### src/rtl/fifo_pkg.sv
// Shared FIFO helpers: width derivation and extended-pointer full/empty compares.
// Used by both the single-clock and dual-clock FIFO families.
package fifo_pkg;

  function automatic int unsigned clog2(input int unsigned value);
    int unsigned result;
    result = 0;
    for (int unsigned i = 0; i < 32; i++) begin
      if ((32'd1 << i) < value) begin
        result = i + 1;
      end
    end
    return result;
  endfunction

  function automatic int unsigned addr_w_of(input int unsigned depth);
    return clog2(depth);
  endfunction

  function automatic int unsigned cnt_w_of(input int unsigned depth);
    return clog2(depth) + 1;
  endfunction

  // Pointers carry one extra wrap bit above addr_w address bits.
  function automatic logic ptr_full(input logic [31:0] wr_ptr,
                                    input logic [31:0] rd_ptr,
                                    input int unsigned addr_w);
    logic [31:0] diff;
    diff = (wr_ptr ^ rd_ptr) & ((32'd1 << (addr_w + 1)) - 32'd1);
    return diff == (32'd1 << addr_w);
  endfunction

  function automatic logic ptr_empty(input logic [31:0] wr_ptr,
                                     input logic [31:0] rd_ptr,
                                     input int unsigned addr_w);
    logic [31:0] diff;
    diff = (wr_ptr ^ rd_ptr) & ((32'd1 << (addr_w + 1)) - 32'd1);
    return diff == 32'd0;
  endfunction

endpackage

### src/rtl/fifo_mem.sv
// DEPTH x DATA_W simple dual-port register array: synchronous write, asynchronous read.
module fifo_mem #(
  parameter int unsigned DATA_W = 8,
  parameter int unsigned DEPTH  = 16,
  parameter int unsigned ADDR_W = 4
) (
  input  logic              clk_i,
  input  logic              we_i,
  input  logic [ADDR_W-1:0] waddr_i,
  input  logic [DATA_W-1:0] wdata_i,
  input  logic [ADDR_W-1:0] raddr_i,
  output logic [DATA_W-1:0] rdata_o
);

  logic [DATA_W-1:0] mem_q [DEPTH];

  always_ff @(posedge clk_i) begin
    if (we_i) begin
      mem_q[waddr_i] <= wdata_i;
    end
  end

  assign rdata_o = mem_q[raddr_i];

endmodule

### src/rtl/sync_fifo_param.sv
// Single-clock parametrised FIFO with fill level, almost flags and sticky errors.
// Define SYNC_FIFO_FWFT_EN for first-word-fall-through reads; default is a registered read.
module sync_fifo_param
  import fifo_pkg::*;
#(
  parameter int unsigned DATA_W    = 8,
  parameter int unsigned DEPTH     = 16,
  parameter int unsigned AFULL_TH  = 14,
  parameter int unsigned AEMPTY_TH = 2,
  localparam int unsigned ADDR_W   = addr_w_of(DEPTH),
  localparam int unsigned CNT_W    = cnt_w_of(DEPTH)
) (
  input  logic              clk_a,
  input  logic              rst_n,
  input  logic              wr_en_i,
  input  logic [DATA_W-1:0] wr_data_i,
  input  logic              rd_en_i,
  input  logic              clr_err_i,
  output logic [DATA_W-1:0] rd_data_o,
  output logic              rd_valid_o,
  output logic              fifo_full_o,
  output logic              fifo_empty_o,
  output logic              almost_full_o,
  output logic              almost_empty_o,
  output logic [CNT_W-1:0]  count_o,
  output logic              overflow_o,
  output logic              underflow_o
);

  localparam logic [CNT_W-1:0] AFULL_C  = CNT_W'(AFULL_TH);
  localparam logic [CNT_W-1:0] AEMPTY_C = CNT_W'(AEMPTY_TH);

  logic [ADDR_W:0]   wr_ptr_q, wr_ptr_d;
  logic [ADDR_W:0]   rd_ptr_q, rd_ptr_d;
  logic              ovf_q, ovf_d;
  logic              unf_q, unf_d;
  logic              full, empty;
  logic              wr_acc, rd_acc;
  logic [CNT_W-1:0]  count;
  logic [DATA_W-1:0] mem_rdata;

  // Status comes only from registered pointers, so it is glitch-free.
  assign full   = ptr_full(32'(wr_ptr_q), 32'(rd_ptr_q), ADDR_W);
  assign empty  = ptr_empty(32'(wr_ptr_q), 32'(rd_ptr_q), ADDR_W);
  assign count  = wr_ptr_q - rd_ptr_q;

  assign wr_acc = wr_en_i & ~full;
  assign rd_acc = rd_en_i & ~empty;

  always_comb begin
    wr_ptr_d = wr_ptr_q;
    rd_ptr_d = rd_ptr_q;
    if (wr_acc) begin
      wr_ptr_d = wr_ptr_q + 1'b1;
    end
    if (rd_acc) begin
      rd_ptr_d = rd_ptr_q + 1'b1;
    end
  end

  // Set has priority over clear when both occur on the same edge.
  always_comb begin
    ovf_d = ovf_q;
    unf_d = unf_q;
    if (clr_err_i) begin
      ovf_d = 1'b0;
      unf_d = 1'b0;
    end
    if (wr_en_i & full) begin
      ovf_d = 1'b1;
    end
    if (rd_en_i & empty) begin
      unf_d = 1'b1;
    end
  end

  always_ff @(posedge clk_a or negedge rst_n) begin
    if (!rst_n) begin
      wr_ptr_q <= '0;
      rd_ptr_q <= '0;
      ovf_q    <= 1'b0;
      unf_q    <= 1'b0;
    end else begin
      wr_ptr_q <= wr_ptr_d;
      rd_ptr_q <= rd_ptr_d;
      ovf_q    <= ovf_d;
      unf_q    <= unf_d;
    end
  end

  fifo_mem #(
    .DATA_W (DATA_W),
    .DEPTH  (DEPTH),
    .ADDR_W (ADDR_W)
  ) u_mem (
    .clk_i   (clk_a),
    .we_i    (wr_acc),
    .waddr_i (wr_ptr_q[ADDR_W-1:0]),
    .wdata_i (wr_data_i),
    .raddr_i (rd_ptr_q[ADDR_W-1:0]),
    .rdata_o (mem_rdata)
  );

`ifdef SYNC_FIFO_FWFT_EN
  // Head word is presented directly; forced to zero while empty so stale memory never leaks out.
  assign rd_data_o  = empty ? '0 : mem_rdata;
  assign rd_valid_o = ~empty;
`else
  logic [DATA_W-1:0] rd_data_q, rd_data_d;
  logic              rd_valid_q, rd_valid_d;

  always_comb begin
    rd_data_d  = rd_data_q;
    rd_valid_d = rd_acc;
    if (rd_acc) begin
      rd_data_d = mem_rdata;
    end
  end

  always_ff @(posedge clk_a or negedge rst_n) begin
    if (!rst_n) begin
      rd_data_q  <= '0;
      rd_valid_q <= 1'b0;
    end else begin
      rd_data_q  <= rd_data_d;
      rd_valid_q <= rd_valid_d;
    end
  end

  assign rd_data_o  = rd_data_q;
  assign rd_valid_o = rd_valid_q;
`endif

  assign fifo_full_o    = full;
  assign fifo_empty_o   = empty;
  assign almost_full_o  = (count >= AFULL_C);
  assign almost_empty_o = (count <= AEMPTY_C);
  assign count_o        = count;
  assign overflow_o     = ovf_q;
  assign underflow_o    = unf_q;

endmodule

### config.mk
export PLATFORM = sky130hd
export DESIGN_NAME = sync_fifo_param
export DESIGN_NICKNAME = d
export VERILOG_FILES = /design/src/rtl/fifo_pkg.sv /design/src/rtl/fifo_mem.sv /design/src/rtl/sync_fifo_param.sv
export SDC_FILE = /design/constraint.sdc
export NUM_CORES = 1
export LEC_CHECK = 0
export ABC_AREA = 1
export BUFFER_PORTS_ARGS = -buffer_cell sky130_fd_sc_hd__buf_2
export CORE_ASPECT_RATIO = 0.8
export CORE_MARGIN = 4
export CORE_UTILIZATION = 35
export DETAILED_ROUTE_END_ITERATION = 8
export GPL_TIMING_DRIVEN = 0
export PLACE_DENSITY_LB_ADDON = 0.3
export SLEW_MARGIN = 20
export SYNTH_ARGS = -nofsm -noshare
export SYNTH_HDL_FRONTEND = slang
export SYNTH_SLANG_ARGS = --single-unit
### constraint.sdc
create_clock -name clk_a -period 3.3 [get_ports clk_a]
set_input_delay 0.495 -clock clk_a [delete_from_list [all_inputs] [get_ports clk_a]]
set_output_delay 0.495 -clock clk_a [all_outputs]
set_load 0.1 [all_outputs]
==> flow_summary.yaml, run 1 <==
outcome:
  status: "completed"
timing:
  final.setup_skew_ns: 0.01162
  fin_ws_ns: 0.1529
  setup_tns_ns: 0
  setup_viol: 0
  slew_headroom: 0.4030
  timing.final.crit_share: 0.9537
  worst_slew_pin_slew_ns: 0.8922
  hold_viol: 0
  finalWorstPathRequiredPeriod_ns: 3.147
  whs_ns: 0.05885
  drv_slew: 0
  fmax_mhz: 317.8
global_routing:
  antenna_found_initial: 0
  grt.overflow.total: 0
  grt_pass1_wl_um: 24910
  use_met1: 0.2282
  met2_usage: 0.2362
  grt_usage: 0.1533
  grt_max_degree: 22
  grt_pass1_vias: 4375
  met3_usage: 0.02912
  grt-busiest-layer: "met2"
synthesis:
  syn_nets: 653
  synthesis.instances: 630
  yosysWarnings: 0
  synthesis.area_sq_um: 6680
  synth_area_per_cell_sq_um: 10.60
  synth_seq_cells: 149
  ys_types: 28
  ys_seq_area_frac: 0.6541
routing:
  viasPerCell: 4.754
  num_vias: 4497
  antenna_left: 0
  routed_wl_um: 15920
  drc: 0
  dr.pass1.iters: 4
  drtIter0Drc: 342
  wire_per_inst_um: 16.83
place:
  gp_congestion: 0.8210
  pre_cts_ws_ns: 0.2090
  postPlaceCellArea_sq_um: 7213
  io_buffers: 32
  place_hpwl_um: 10940
setup_path:
  crit_top_cell: "nand3_1"
  start_kind: "flip-flop"
  worstPathArrival_ns: 2.65
  cp_cell_sequence: "buf_4 -> inv_2 -> buf_2 -> fa_1 -> nand3_1 -> nand2_1 -> nand3_1 -> nand2_2 -> nor3b_4 -> buf_6"
  rrSetupSlack_ns: 0.28
  r2r_cells: 11
  crit_fanout: 11
  r2r_end: "u_mem.mem_q[9][3]"
  crit_slowest_cell: "fa_1"
  slowest_delay_ns: 0.54
  end_kind: "output pin"
  r2r-start: "rd_ptr_q[1]"
  critPathKind: "flip-flop to output pin"
  crit_required_ns: 2.80
floorplanning:
  start_util: 0.3622
  die_w_um: 162.5
  pin_count: 33
  die-area_sq_um: 21370
  row_count: 44
  coreArea_sq_um: 18440
  die_y_um: 131.6
clock_tree:
  cts_setup_buffers: 0
  clk_pin_slew_ns: 0.06
  cts_sinks: 149
  cts_buffer_depth: 2
  numCtsBuffers: 17
  cts.repair.resized: 2
  cts_tree: "yes"
  cts-root-buf: "clkbuf_16"
  insertion_delay_ns: 0.42
  ctsHoldBuffers: 0
  ctsHtreeMaxLevel: 4
layout:
  fillerInstances: 1704
  drive_gt1_frac: 0.1861
  final_cell_area_sq_um: 7849
  final_common_cell: "nand2_1"
  syn2layout_area_growth_pct: 17.49
  final_cell_mix: "nand2_1, edfxtp_1, nand3_1"
  antenna_cells: 0
  fin_nets: 704
hold_path:
  hold_class: "input port to asynchronous set/reset pin"
run:
  drv_cap: 0
## synth_stat cells (all sizes together)
cell	count	area share
inv	97	0.055
xor2	10	0.014
nand3	98	0.073
nor2	37	0.026
ha	9	0.017
clkinv	2	0.0011
o21ai	5	0.0043
nor3b	1	0.0011
fa	1	0.0030
a21oi	19	0.019
dfrtp	21	0.079
nand2	177	0.11
clkbuf	3	0.0032
buf	22	0.021
edfxtp	128	0.58
## worst max-delay path: cells and delay by family (launching register included)
kind | cells | cell delay, ns
adder cells (fa/ha/maj) | 1 | 0.54
buffers and inverters | 4 | 0.74
flip-flops | 1 | 0.35
AND/OR/NAND/NOR | 5 | 0.61
## final cells by class
type	count	area, sq um	area share
Clock inverter	12	180.2	0.02296
Sequential cell	149	4369	0.5567
Clock buffer	19	432.9	0.05516
Tap cell	253	316.6	0.04033
Inverter	99	374.1	0.04766
Timing Repair Buffer	32	177.7	0.02264
Buffer	25	165.2	0.02104
Multi-Input combinational cell	357	1833	0.2335
## per-stage QoR
step / util / instances
floorplan: - / 630
global placement: 0.3911 / 915
detailed placement: 0.3911 / 915
CTS: 0.4246 / 946
global route: 0.4256 / 946
finish: 0.4256 / 946
## kinds of logic (layout without fill, tap and decap cells)
logic type               count (synthesis)  count (layout)  share of synthesized area
AND/OR/NAND/NOR                        313             313                     0.2079
flip-flops                             149             149                     0.6541
buffers and inverters                  124             187                    0.08035
AO/OA/AOI/OAI                           24              24                    0.02360
adder cells (fa/ha/maj)                 10              10                    0.01985
XOR/XNOR                                10              10                    0.01424
## worst max-delay path by stage
stage / start / endpoint / cells after the start
3_3_place_gp: rd_ptr_q[2] / u_mem.mem_q[9][7] / 11
3_5_place_dp: rd_ptr_q[2] / u_mem.mem_q[8][7] / 11
6_report: rd_ptr_q[1] / almost_empty_o / 10
4_1_cts: rd_ptr_q[2] / almost_full_o / 10
2_1_floorplan: rd_ptr_q[1] / almost_empty_o / 9
5_1_grt: rd_ptr_q[2] / almost_empty_o / 9
## sequential cells by signal (all words and copies together), names as in the netlist
| signal | cells |
|---|---|
| u_mem.mem_q | 128 |
| wr_ptr_q | 5 |
| rd_data_o | 8 |
| rd_valid_o | 1 |
| overflow_o | 1 |
| underflow_o | 1 |
| rd_ptr_q | 5 |
## routing by layer
| layer | vias up | share of wire |
|---|---|---|
| met5 | - | 0 |
| met2 | 125 | 0.45 |
| met1 | 2217 | 0.48 |
| li1 | 2145 | - |
| met4 | 0 | 0.0065 |
| met3 | 10 | 0.061 |
Power of run 1 is left out: the tool's default activity adds up to more than one toggle a clock period on the data nets, which glitch-free logic cannot reach.
==> run 2: changes to the inputs <==
--- a/config.mk
+++ b/config.mk
@@ -13,6 +13,7 @@
 export DETAILED_ROUTE_END_ITERATION = 8
 export GPL_TIMING_DRIVEN = 0
 export PLACE_DENSITY_LB_ADDON = 0.3
+export RECOVER_POWER = 100
 export SLEW_MARGIN = 20
 export SYNTH_ARGS = -nofsm -noshare
 export SYNTH_HDL_FRONTEND = slang
==> flow_summary.yaml, run 2 (synthesis gave the netlist of run 1 again) <==
clock_tree:
  cts_buffer_depth: 2
  insertion_delay_ns: 0.42
  clk_pin_slew_ns: 0.06
  cts_sinks: 149
  ctsHtreeMaxLevel: 4
  ctsHoldBuffers: 0
  cts-root-buf: "clkbuf_16"
  cts_tree: "yes"
  numCtsBuffers: 17
global_routing:
  grt_usage: 0.1533
  grt.overflow.total: 0
  grt_pass1_vias: 4375
  antenna_found_initial: 0
  grt_pass1_wl_um: 24910
  grt_max_degree: 22
routing:
  num_vias: 4455
  drtIter0Drc: 334
  wire_per_inst_um: 16.86
  routed_wl_um: 15950
  viasPerCell: 4.709
  drc: 0
  antenna_left: 0
  dr.pass1.iters: 5
place:
  gp_congestion: 0.8210
  place_hpwl_um: 10940
  io_buffers: 32
  postPlaceCellArea_sq_um: 7213
setup_path:
  cp_cell_sequence: "buf_4 -> inv_2 -> buf_2 -> fa_1 -> nand3_1 -> nand2_1 -> nand3_1 -> nand2_2 -> nor3b_4 -> buf_6"
  critPathKind: "flip-flop to output pin"
  r2r_cells: 11
  path_delay_family: "buffers and inverters"
  start_kind: "flip-flop"
  end_kind: "output pin"
  crit_fanout: 11
  crit_slowest_cell: "fa_1"
  cp_num_buf_inv: 4
  rrSetupSlack_ns: 0.34
  r2r_end: "u_mem.mem_q[8][4]"
  crit_required_ns: 2.80
  r2r-start: "rd_ptr_q[1]"
  slowest_delay_ns: 0.54
  worstPathArrival_ns: 2.65
  crit_top_cell: "nand3_1"
floorplanning:
  pin_count: 33
  die_y_um: 131.6
  row_count: 44
  start_util: 0.3622
  coreArea_sq_um: 18440
  die-area_sq_um: 21370
  die_w_um: 162.5
timing:
  final.setup_skew_ns: 0.01105
  slew_headroom: 0.1372
  setup_viol: 0
  fmax_mhz: 318.0
  timing.final.crit_share: 0.9529
  setup_tns_ns: 0
  worst_slew_pin_slew_ns: 1.294
  drv_slew: 0
  hold_viol: 0
  finalWorstPathRequiredPeriod_ns: 3.144
layout:
  drive_gt1_frac: 0.1385
  syn2layout_area_growth_pct: 16.15
  largest_reg_flops: 128
  fin_nets: 704
  antenna_cells: 0
  final_common_cell: "nand2_1"
  final_cell_mix: "nand2_1, edfxtp_1, nand3_1"
  final_cell_area_sq_um: 7759
  largest-register: "u_mem.mem_q"
  fillerInstances: 1723
hold_path:
  hold_class: "input port to flip-flop"
  hold_path_depth: 2
  worstHoldStart: "clr_err_i"
  min_to: "underflow_o"
run:
  drv_cap: 0
outcome:
  status: "completed"
## run 2: cell types whose count changed in the layout (fill, tap and decap cells not counted), sizes merged
cell,previous run,this run
buf,51,26
clkbuf,25,50
clkinvlp,2,3
inv,98,97
## run 2: layer usage
layer,global-route usage,up-vias,part of all wire
met5,0,-,0
met4,0.02818,0,0.0070
li1,-,2146,-
met1,0.2282,2181,0.48
met2,0.2362,116,0.45
met3,0.02912,12,0.063
## run 2: area by class of cell
class | count | area (sq um) | share of cell area
Tap cell | 253 | 316.6 | 0.04080
Sequential cell | 149 | 4369 | 0.5631
Multi-Input combinational cell | 357 | 1797 | 0.2316
Inverter | 99 | 372.9 | 0.04806
Clock buffer | 19 | 432.9 | 0.05580
Buffer | 25 | 138.9 | 0.01790
Clock inverter | 12 | 180.2 | 0.02322
Timing Repair Buffer | 32 | 151.4 | 0.01951
## run 2: worst max path at each step
stage,start,to,depth (start not counted)
floorplan,rd_ptr_q[1],almost_empty_o,9
global placement,rd_ptr_q[2],u_mem.mem_q[9][7],11
detailed placement,rd_ptr_q[2],u_mem.mem_q[8][7],11
CTS,rd_ptr_q[2],almost_full_o,10
global route,rd_ptr_q[2],almost_empty_o,9
finish,rd_ptr_q[1],almost_empty_o,10
## run 2: timing repair
| action | in CTS | in global routing |
|---|---|---|
| setup endpoints to repair | 2 | 21 |
| setup buffers | 0 | 0 |
| gates resized for setup | 2 | 6 |
| gates cloned | 0 | 0 |
## run 2: through the flow
stage               hold WS, ns  instances  worst slack [ns]    util
finish                   0.2805        946            0.1556  0.4207
global route             0.2802        946         -0.006424  0.4207
CTS                     0.07355        946           0.07291  0.4246
detailed placement       0.4965        915            0.2090  0.3911
global placement         0.4816        915            0.2831  0.3911
floorplan                0.1994        630          0.005714       -
Power of run 2 is left out for the same reason.
==> run 3: changes to the inputs <==
--- a/config.mk
+++ b/config.mk
@@ -10,6 +10,7 @@
 export CORE_ASPECT_RATIO = 0.8
 export CORE_MARGIN = 4
 export CORE_UTILIZATION = 35
+export CTS_BUF_LIST = sky130_fd_sc_hd__clkbuf_8 sky130_fd_sc_hd__clkbuf_16
 export DETAILED_ROUTE_END_ITERATION = 8
 export GPL_TIMING_DRIVEN = 0
 export PLACE_DENSITY_LB_ADDON = 0.3
==> flow_summary.yaml, run 3 (synthesis gave the netlist of run 1 again) <==
routing:
  viasPerCell: 4.712
  antenna_left: 0
  wire_per_inst_um: 16.85
  drtIter0Drc: 332
  dr.pass1.iters: 5
  drc: 0
  num_vias: 4458
  routed_wl_um: 15940
setup_path:
  critPathKind: "flip-flop to output pin"
  r2r-start: "rd_ptr_q[1]"
  cp-startpoint: "rd_ptr_q[1]"
  crit_required_ns: 2.80
  start_kind: "flip-flop"
  worstPathArrival_ns: 2.65
  crit_fanout: 11
  end_kind: "output pin"
layout:
  largest_reg_flops: 128
  largest-register: "u_mem.mem_q"
  final_common_cell: "nand2_1"
  fin_nets: 704
  fillerInstances: 1723
  utilization: 0.4207
  antenna_cells: 0
  syn2layout_area_growth_pct: 16.15
  final_cell_mix: "nand2_1, edfxtp_1, nand3_1"
  seq_area_sq_um: 4369
  drive_gt1_frac: 0.1385
  multi_input_area_sq_um: 1797
clock_tree:
  cts-root-buf: "clkbuf_16"
  insertion_delay_ns: 0.42
  ctsHtreeMaxLevel: 4
  clk_pin_slew_ns: 0.06
  ctsHoldBuffers: 0
  cts_tree: "yes"
  numCtsBuffers: 17
  cts_sinks: 149
  cts_setup_buffers: 0
  cts_buffer_depth: 2
global_routing:
  grt_pass1_vias: 4375
  use_met1: 0.2282
  met2_usage: 0.2362
  antenna_found_initial: 0
  met3_usage: 0.02912
  grt.overflow.total: 0
  grt_usage: 0.1533
  grt_max_degree: 22
  grt_pass1_wl_um: 24910
  grt-busiest-layer: "met2"
place:
  gp_congestion: 0.8210
  pre_cts_ws_ns: 0.2090
  place_hpwl_um: 10940
  io_buffers: 32
timing:
  finalWorstPathRequiredPeriod_ns: 3.144
  timing.final.crit_share: 0.9529
  slew_headroom: 0.1374
  hold_viol: 0
  setup_viol: 0
  setup_tns_ns: 0
  fmax_mhz: 318.0
  fin_ws_ns: 0.1556
  drv_slew: 0
  whs_ns: 0.2806
  worst_slew_pin_slew_ns: 1.294
  final.setup_skew_ns: 0.01159
floorplanning:
  die_y_um: 131.6
  coreArea_sq_um: 18440
  pin_count: 33
  row_count: 44
  die_w_um: 162.5
  start_util: 0.3622
  die-area_sq_um: 21370
hold_path:
  worstHoldStart: "clr_err_i"
  hold_class: "input port to flip-flop"
outcome:
  status: "completed"
run:
  drv_cap: 0
-- run 3: final timing paths --
kind	end	slack [ns]	cells past startpoint
max in group asynchronous	rd_ptr_q[3]	2.18	1
min in group asynchronous	rd_data_o[5]	0.35	1
hold reg to reg	wr_ptr_q[4]	0.51	1
setup reg to reg	u_mem.mem_q[9][3]	0.34	11
hold / removal	underflow_o	0.28	2
setup / recovery	almost_empty_o	0.16	10
-- run 3: timing repair --
| item | in CTS | in global routing |
|---|---|---|
| hold endpoints to repair | 0 | 0 |
| setup endpoints to repair | 2 | 21 |
| pin swaps | 0 | 0 |
| resized for setup | 2 | 6 |
-- run 3: metal layers --
metal,part of all wire,up-vias,wire length (um)
li1,-,2147,-
met1,0.48,2179,7672
met2,0.45,120,7145
met3,0.063,12,1012
met4,0.0070,0,112
met5,0,-,0
-- run 3: critical path, cell delays in order (launching register included) --
cell	delay, ns
dfrtp_1	0.35
buf_4	0.17
inv_2	0.09
buf_2	0.22
fa_1	0.54
nand3_1	0.16
nand2_1	0.07
nand3_1	0.12
nand2_2	0.08
nor3b_4	0.18
buf_6	0.24
-- run 3: per-stage QoR --
step           cell area, sq um  cells
6_report                   7759    946
5_1_grt                    7759    946
4_1_cts                    7831    946
3_5_place_dp               7213    915
3_3_place_gp               7213    915
2_1_floorplan              6736    630
-- run 3: final cells by class --
cell class	count	share of cell area
clock inverter	14	0.02419
clock buffer	17	0.05483
buffer	25	0.01790
inverter	99	0.04806
tap	253	0.04080
multi-input combinational	357	0.2316
timing repair buffer	32	0.01951
sequential	149	0.5631
Power of run 3 is left out for the same reason.
